==> src/rtl/alu.sv <==
// alu: 16-bit registered ALU with zero/negative/carry/overflow flags, one-cycle latency.
module alu #(
  parameter int WIDTH = 16
) (
  input  logic             clk,
  input  logic             rst,
  input  logic [WIDTH-1:0] A,
  input  logic [WIDTH-1:0] B,
  input  logic [2:0]       ALU_Sel,
  output logic [WIDTH-1:0] ALU_Out,
  output logic             Zero,
  output logic             Neg,
  output logic             Carry,
  output logic             Ovf
);
  logic [WIDTH-1:0] res_d, res_q;
  logic             carry_d, carry_q, ovf_d, ovf_q, zero_q, neg_q;
  logic [WIDTH:0]   sum, dif, shl, shr;
  assign sum = {1'b0, A} + {1'b0, B};
  assign dif = {1'b0, A} - {1'b0, B};
  // Extra bit on the far side of each shift catches the last bit shifted out; zero amount leaves it 0.
  assign shl = {1'b0, A} << B[3:0];
  assign shr = {A, 1'b0} >> B[3:0];
  always_comb begin
    res_d   = '0;
    carry_d = 1'b0;
    ovf_d   = 1'b0;
    case (ALU_Sel)
      3'd0: begin
        res_d   = sum[WIDTH-1:0];
        carry_d = sum[WIDTH];
        ovf_d   = (A[WIDTH-1] == B[WIDTH-1]) && (sum[WIDTH-1] != A[WIDTH-1]);
      end
      3'd1: begin
        res_d   = dif[WIDTH-1:0];
        carry_d = dif[WIDTH];
        ovf_d   = (A[WIDTH-1] != B[WIDTH-1]) && (dif[WIDTH-1] != A[WIDTH-1]);
      end
      3'd2: res_d = A & B;
      3'd3: res_d = A | B;
      3'd4: res_d = A ^ B;
      3'd5: res_d = ~A;
      3'd6: begin
        res_d   = shl[WIDTH-1:0];
        carry_d = shl[WIDTH];
      end
      default: begin
        res_d   = shr[WIDTH:1];
        carry_d = shr[0];
      end
    endcase
  end
  always_ff @(posedge clk) begin
    if (rst) begin
      res_q   <= '0;
      zero_q  <= 1'b1;
      neg_q   <= 1'b0;
      carry_q <= 1'b0;
      ovf_q   <= 1'b0;
    end else begin
      res_q   <= res_d;
      zero_q  <= res_d == '0;
      neg_q   <= res_d[WIDTH-1];
      carry_q <= carry_d;
      ovf_q   <= ovf_d;
    end
  end
  assign ALU_Out = res_q;
  assign Zero    = zero_q;
  assign Neg     = neg_q;
  assign Carry   = carry_q;
  assign Ovf     = ovf_q;
endmodule

==> config.mk <==
export PLATFORM = sky130hd
export DESIGN_NAME = alu
export DESIGN_NICKNAME = d
export VERILOG_FILES = /design/src/rtl/alu.sv
export SDC_FILE = /design/constraint.sdc
export NUM_CORES = 1
export LEC_CHECK = 0
export CORE_MARGIN = 3
export CORE_UTILIZATION = 40
export DETAILED_ROUTE_END_ITERATION = 6
export DONT_BUFFER_PORTS = 1
export PLACE_DENSITY = 0.58
export SYNTH_ARGS = -nofsm -noshare
export SYNTH_HDL_FRONTEND = slang
export SYNTH_SLANG_ARGS = --single-unit
export TNS_END_PERCENT = 100
==> constraint.sdc <==
create_clock -name clk -period 6.3 [get_ports clk]
set_input_delay 0.63 -clock clk [delete_from_list [all_inputs] [get_ports clk]]
set_output_delay 0.63 -clock clk [all_outputs]
set_load 0.02 [all_outputs]
-- Yosys cells after proc, flatten, opt, wreduce, memory -nomap -nowiden
Index checks and enable logic that the tools add are counted.
Widths: inputs -> output; s select.
- register bits: 20
- input bits: 37
- word-level logic and storage cells: 31
- add/subtract/negate cells: 2
- equal/unequal tests: 10
- shift operators: 2
- multiplexer cells: 3
- bitwise operators: 4
- reduce and logical (&&, ||, !) cells: 5
- operator list (kind ; count):
    $pmux 16 s7 ; 1
    $add 16x16->17 ; 1
    $shl 16x4->17 ; 1
    $shr 17x4->17 ; 1
    $sub 16x16->17 ; 1
    $and 16x16->16 ; 1
    $logic_not 16->1 ; 1
    $not 16->16 ; 1
    $or 16x16->16 ; 1
    $xor 16x16->16 ; 1
    $eq 3x3->1 const B ; 3
    $eq 3x2->1 const B ; 2
    $pmux 1 s4 ; 1
    $reduce_or 4->1 ; 1
    $eq 3x1->1 const B ; 1
    $logic_not 3->1 ; 1
    $ne 1x1->1 ; 3
    $logic_and 1x1->1 ; 2
    $pmux 1 s2 ; 1
    $eq 1x1->1 ; 1

-- Logic depth before layout (Yosys ltp)
- depth after elaboration: 4
- gate-level depth with buffers: 14
- depth with buffers taken out: 13

-- Worst setup path after synthesis
No wires, ideal clock.
- path type: input -> register
- start: input port B[1]
- end: register zero_q, in the netlist Zero
- setup time: 71 ps
- arrival: 3578 ps
- data required time: 6229 ps
- setup slack: 2652 ps
- cell stages on the path: 14
- buffers on the path: 3
- path through: buf_2 buf_6 buf_4 inv_1 ha_1 a211oi_2 o21ai_1 a2111oi_2 nor3_1 or3_4 o311ai_4 xor2_1 o211ai_1 o21bai_1
- cells in the longest elaborated chain, start to end: 3
- RTL lines (element ; line ; text):
    start, declared ; 8 ; input logic [WIDTH-1:0] B,
    $sub 16x16->17, or another cell as far along ; 20 ; assign dif = {1'b0, A} - {1'b0, B};
    $pmux 16 s7 (*) ; 28 ; case (ALU_Sel)
    $logic_not 16->1 (*) ; 62 ; zero_q <= res_d == '0;
    end signal, assigned ; 56 ; zero_q <= 1'b1;
    end signal, assigned ; 62 ;
    end, declared ; 17 ; logic carry_d, carry_q, ovf_d, ovf_q, zero_q, neg_q;
Mark *: on every way between the ends. The rest lies on a longest branch, timed or not.
A chain may end at the register's enable or synchronous reset.

-- Final worst setup path
- start: input port B[2]
- end: register zero_q, in the netlist Zero
The elaborated chain is that of the path after synthesis.

==> metrics.yaml <==
portBuffers: 0
min_period_over_period: 0.5388
max_cap_violations: 0
critPathCaptureType: "flop"
cts_setup_buffers: 0
synth_sequential_area_ratio: 0.08036
layout_setup_ws_ps: 2906
worst_setup_path_start_kind: "input pin"
utilization: 0.4101
worstMarginPinSlew_ps: 851.3
globalRouteOverflowTotal: 0
worstPathMaxFanout: 48
criticalPathCategory: "input pin to flop"
pin_count: 57
cts_tree: "yes"
power_leakage_nw: 1.876
cts_root_buffer: "sky130_fd_sc_hd__clkbuf_16"
grt_antenna_before_repair: 0
postSynth.topFlopCell: "sky130_fd_sc_hd__dfxtp_1"
clock.fmax_ghz: 0.2946
die-area_mm2: 0.01317
startpoint: "B[2]"
routedWlPerCell_um: 23.91
synthDominantAreaCellType: "sky130_fd_sc_hd__ha_1"
synth_area_per_cell_um2: 7.350
dieWidth_um: 114.8
place_worst_setup_slack_ps: 2684
num-nets-final: 689
fin_setup_tns_ps: 0
fp-row-count: 39
clock-sinks: 19
dpl-instance-area_mm2: 0.004641
cts-buffers-inserted: 3
setup_viol: 0
max_slew_margin: 0.4273
most_common_cell_after_layout_fill_and_taps_aside: "sky130_fd_sc_hd__nor2_1"
synth-edff-count: 0
yosys.area.top_type_share: 0.1322
global_route.usage.total: 0.2602
syn-num-nets: 733
clk_buf_depth: 2
detail-route-antenna-nets: 0
worst_path_required_ps: 6480
die_span_in_y_um: 114.8
clkTransAtPathRegs_ps: 50
vias_per_cell: 6.704
power_density_mw_per_mm2: 132.3
post_synth_main_area_contributors: "sky130_fd_sc_hd__ha_1 (13%), sky130_fd_sc_hd__dfxtp_1 (8.0%), sky130_fd_sc_hd__mux4_2 (7.6%)"
htreeDepth: 1
min_period_ps: 3394
yosys_warnings: 0
remaining_drc_errors: 0
hp-start: "rst"
fin_area_mm2: 0.004723
slew_violations: 0
hpwlAfterDp_mm: 13.66
drt_iter0_markers: 606
drtPass1Iterations: 5
initial_core_utilization: 0.4110
most_used_cells_in_the_layout_excluding_fill_and_tap_cells: "sky130_fd_sc_hd__nor2_1 (65), sky130_fd_sc_hd__ha_1 (50), sky130_fd_sc_hd__inv_1 (44), sky130_fd_sc_hd__nand2_1 (44), sky130_fd_sc_hd__a21oi_1 (43)"
run_status: "finished clean"
p_total_mw: 0.6251
synth_cells: 644
number_of_global_route_vias_before_repair: 4556
largest_net_degree_at_the_start_of_global_routing: 63
finalWirelength_mm: 17.74
fp.coreArea_mm2: 0.01152
synthesis.area_mm2: 0.004733
vdd_drop_max_v: 0.00008781
cts_hold_repair.buffers: 0
gpl.final_weighted_congestion: 0.9975
netlist-cell-type-count: 77
route.vias.total: 4974
rsz0062_at_grt: "false"
number_of_storage_elements_in_the_synthesis_netlist: 19
cp.arrival_ps: 3580
cts_resized: 0
area.growth.synth_to_final_pct: -0.2115
post_route_cells_drive_above_1_share: 0.06678
hold_viol: 0
async_reset_ff_frac: 0
grt_pass1_wl_mm: 27.00
hold_class: "input pin to flop"
diodes: 0
cell usage after synthesis (8+ instances only):
cell / count
sky130_fd_sc_hd__nor2_1: 65
sky130_fd_sc_hd__ha_1: 50
sky130_fd_sc_hd__inv_1: 44
sky130_fd_sc_hd__nand2_1: 44
sky130_fd_sc_hd__a21oi_1: 43
sky130_fd_sc_hd__o21ai_0: 30
sky130_fd_sc_hd__a211oi_1: 26
sky130_fd_sc_hd__mux2i_1: 22
sky130_fd_sc_hd__nor3_1: 20
sky130_fd_sc_hd__dfxtp_1: 19
sky130_fd_sc_hd__clkbuf_1: 17
sky130_fd_sc_hd__mux4_2: 16
sky130_fd_sc_hd__nor2b_1: 16
sky130_fd_sc_hd__nand3_1: 14
sky130_fd_sc_hd__o21ai_1: 13
sky130_fd_sc_hd__buf_2: 12
sky130_fd_sc_hd__nand2b_1: 11
sky130_fd_sc_hd__o211ai_1: 11
sky130_fd_sc_hd__o221ai_1: 10
sky130_fd_sc_hd__nor4_1: 9
sky130_fd_sc_hd__a31oi_1: 8
sky130_fd_sc_hd__o22ai_1: 8
cells by family after synthesis:
group / after synthesis / share of synthesized area
buf+inv: 98 / 0.09701
mux: 46 / 0.1417
fa+ha+maj: 52 / 0.1406
simple gates: 212 / 0.2213
compound gates: 207 / 0.3006
xor+xnor: 10 / 0.01851
flops: 19 / 0.08036
worst paths after layout:
path | endpoint | depth (start not counted) | slack [ps]
min | Carry | 1 | 450
max | Zero | 11 | 2910
layer usage:
metal,GRT usage,vias to the layer above,share of wire,wire (µm)
met1,0.3807,2401,0.43,7669
met4,0.03365,0,0.016,278
li1,-,2294,-,-
met5,0,-,0,0
met2,0.4133,258,0.45,8033
met3,0.04474,21,0.099,1763
metrics by stage:
stage	instances	hold WS, ps
6_report	742	446.8
5_1_grt	742	437.4
4_1_cts	742	441.9
3_5_place_dp	738	705.2
3_3_place_gp	738	704.6
2_1_floorplan	644	730.5
state kept, by name, indices dropped and copies added (netlist names):
register	cells
ALU_Out	16
Carry	1
Ovf	1
Zero	1
report_power, final:
group          total [mW]  switching, mW  internal, mW
registers           0.152         0.0200         0.132
logic               0.343          0.203         0.139
clock network       0.130         0.0444        0.0856
total               0.625          0.268         0.357
critical path, cell delays in order:
cell and delay (ps):
sky130_fd_sc_hd__inv_1 180, sky130_fd_sc_hd__ha_1 530, sky130_fd_sc_hd__nor2b_1 260, sky130_fd_sc_hd__o211ai_1 180, sky130_fd_sc_hd__a211oi_1 430, sky130_fd_sc_hd__o31ai_1 160
sky130_fd_sc_hd__a221oi_1 310, sky130_fd_sc_hd__o211ai_1 200, sky130_fd_sc_hd__a2111oi_0 380, sky130_fd_sc_hd__nand4_1 150, sky130_fd_sc_hd__o21bai_1 140
layout make-up:
type	count	area, µm²
multi-input combinational	527	3894
timing repair buffer	1	7.507
clock inverter	1	7.507
fill	1223	6793
tap	143	178.9
sequential	19	380.4
inverter	48	180.2
clock buffer	3	75.07
(Power assumes the default switching activity.)
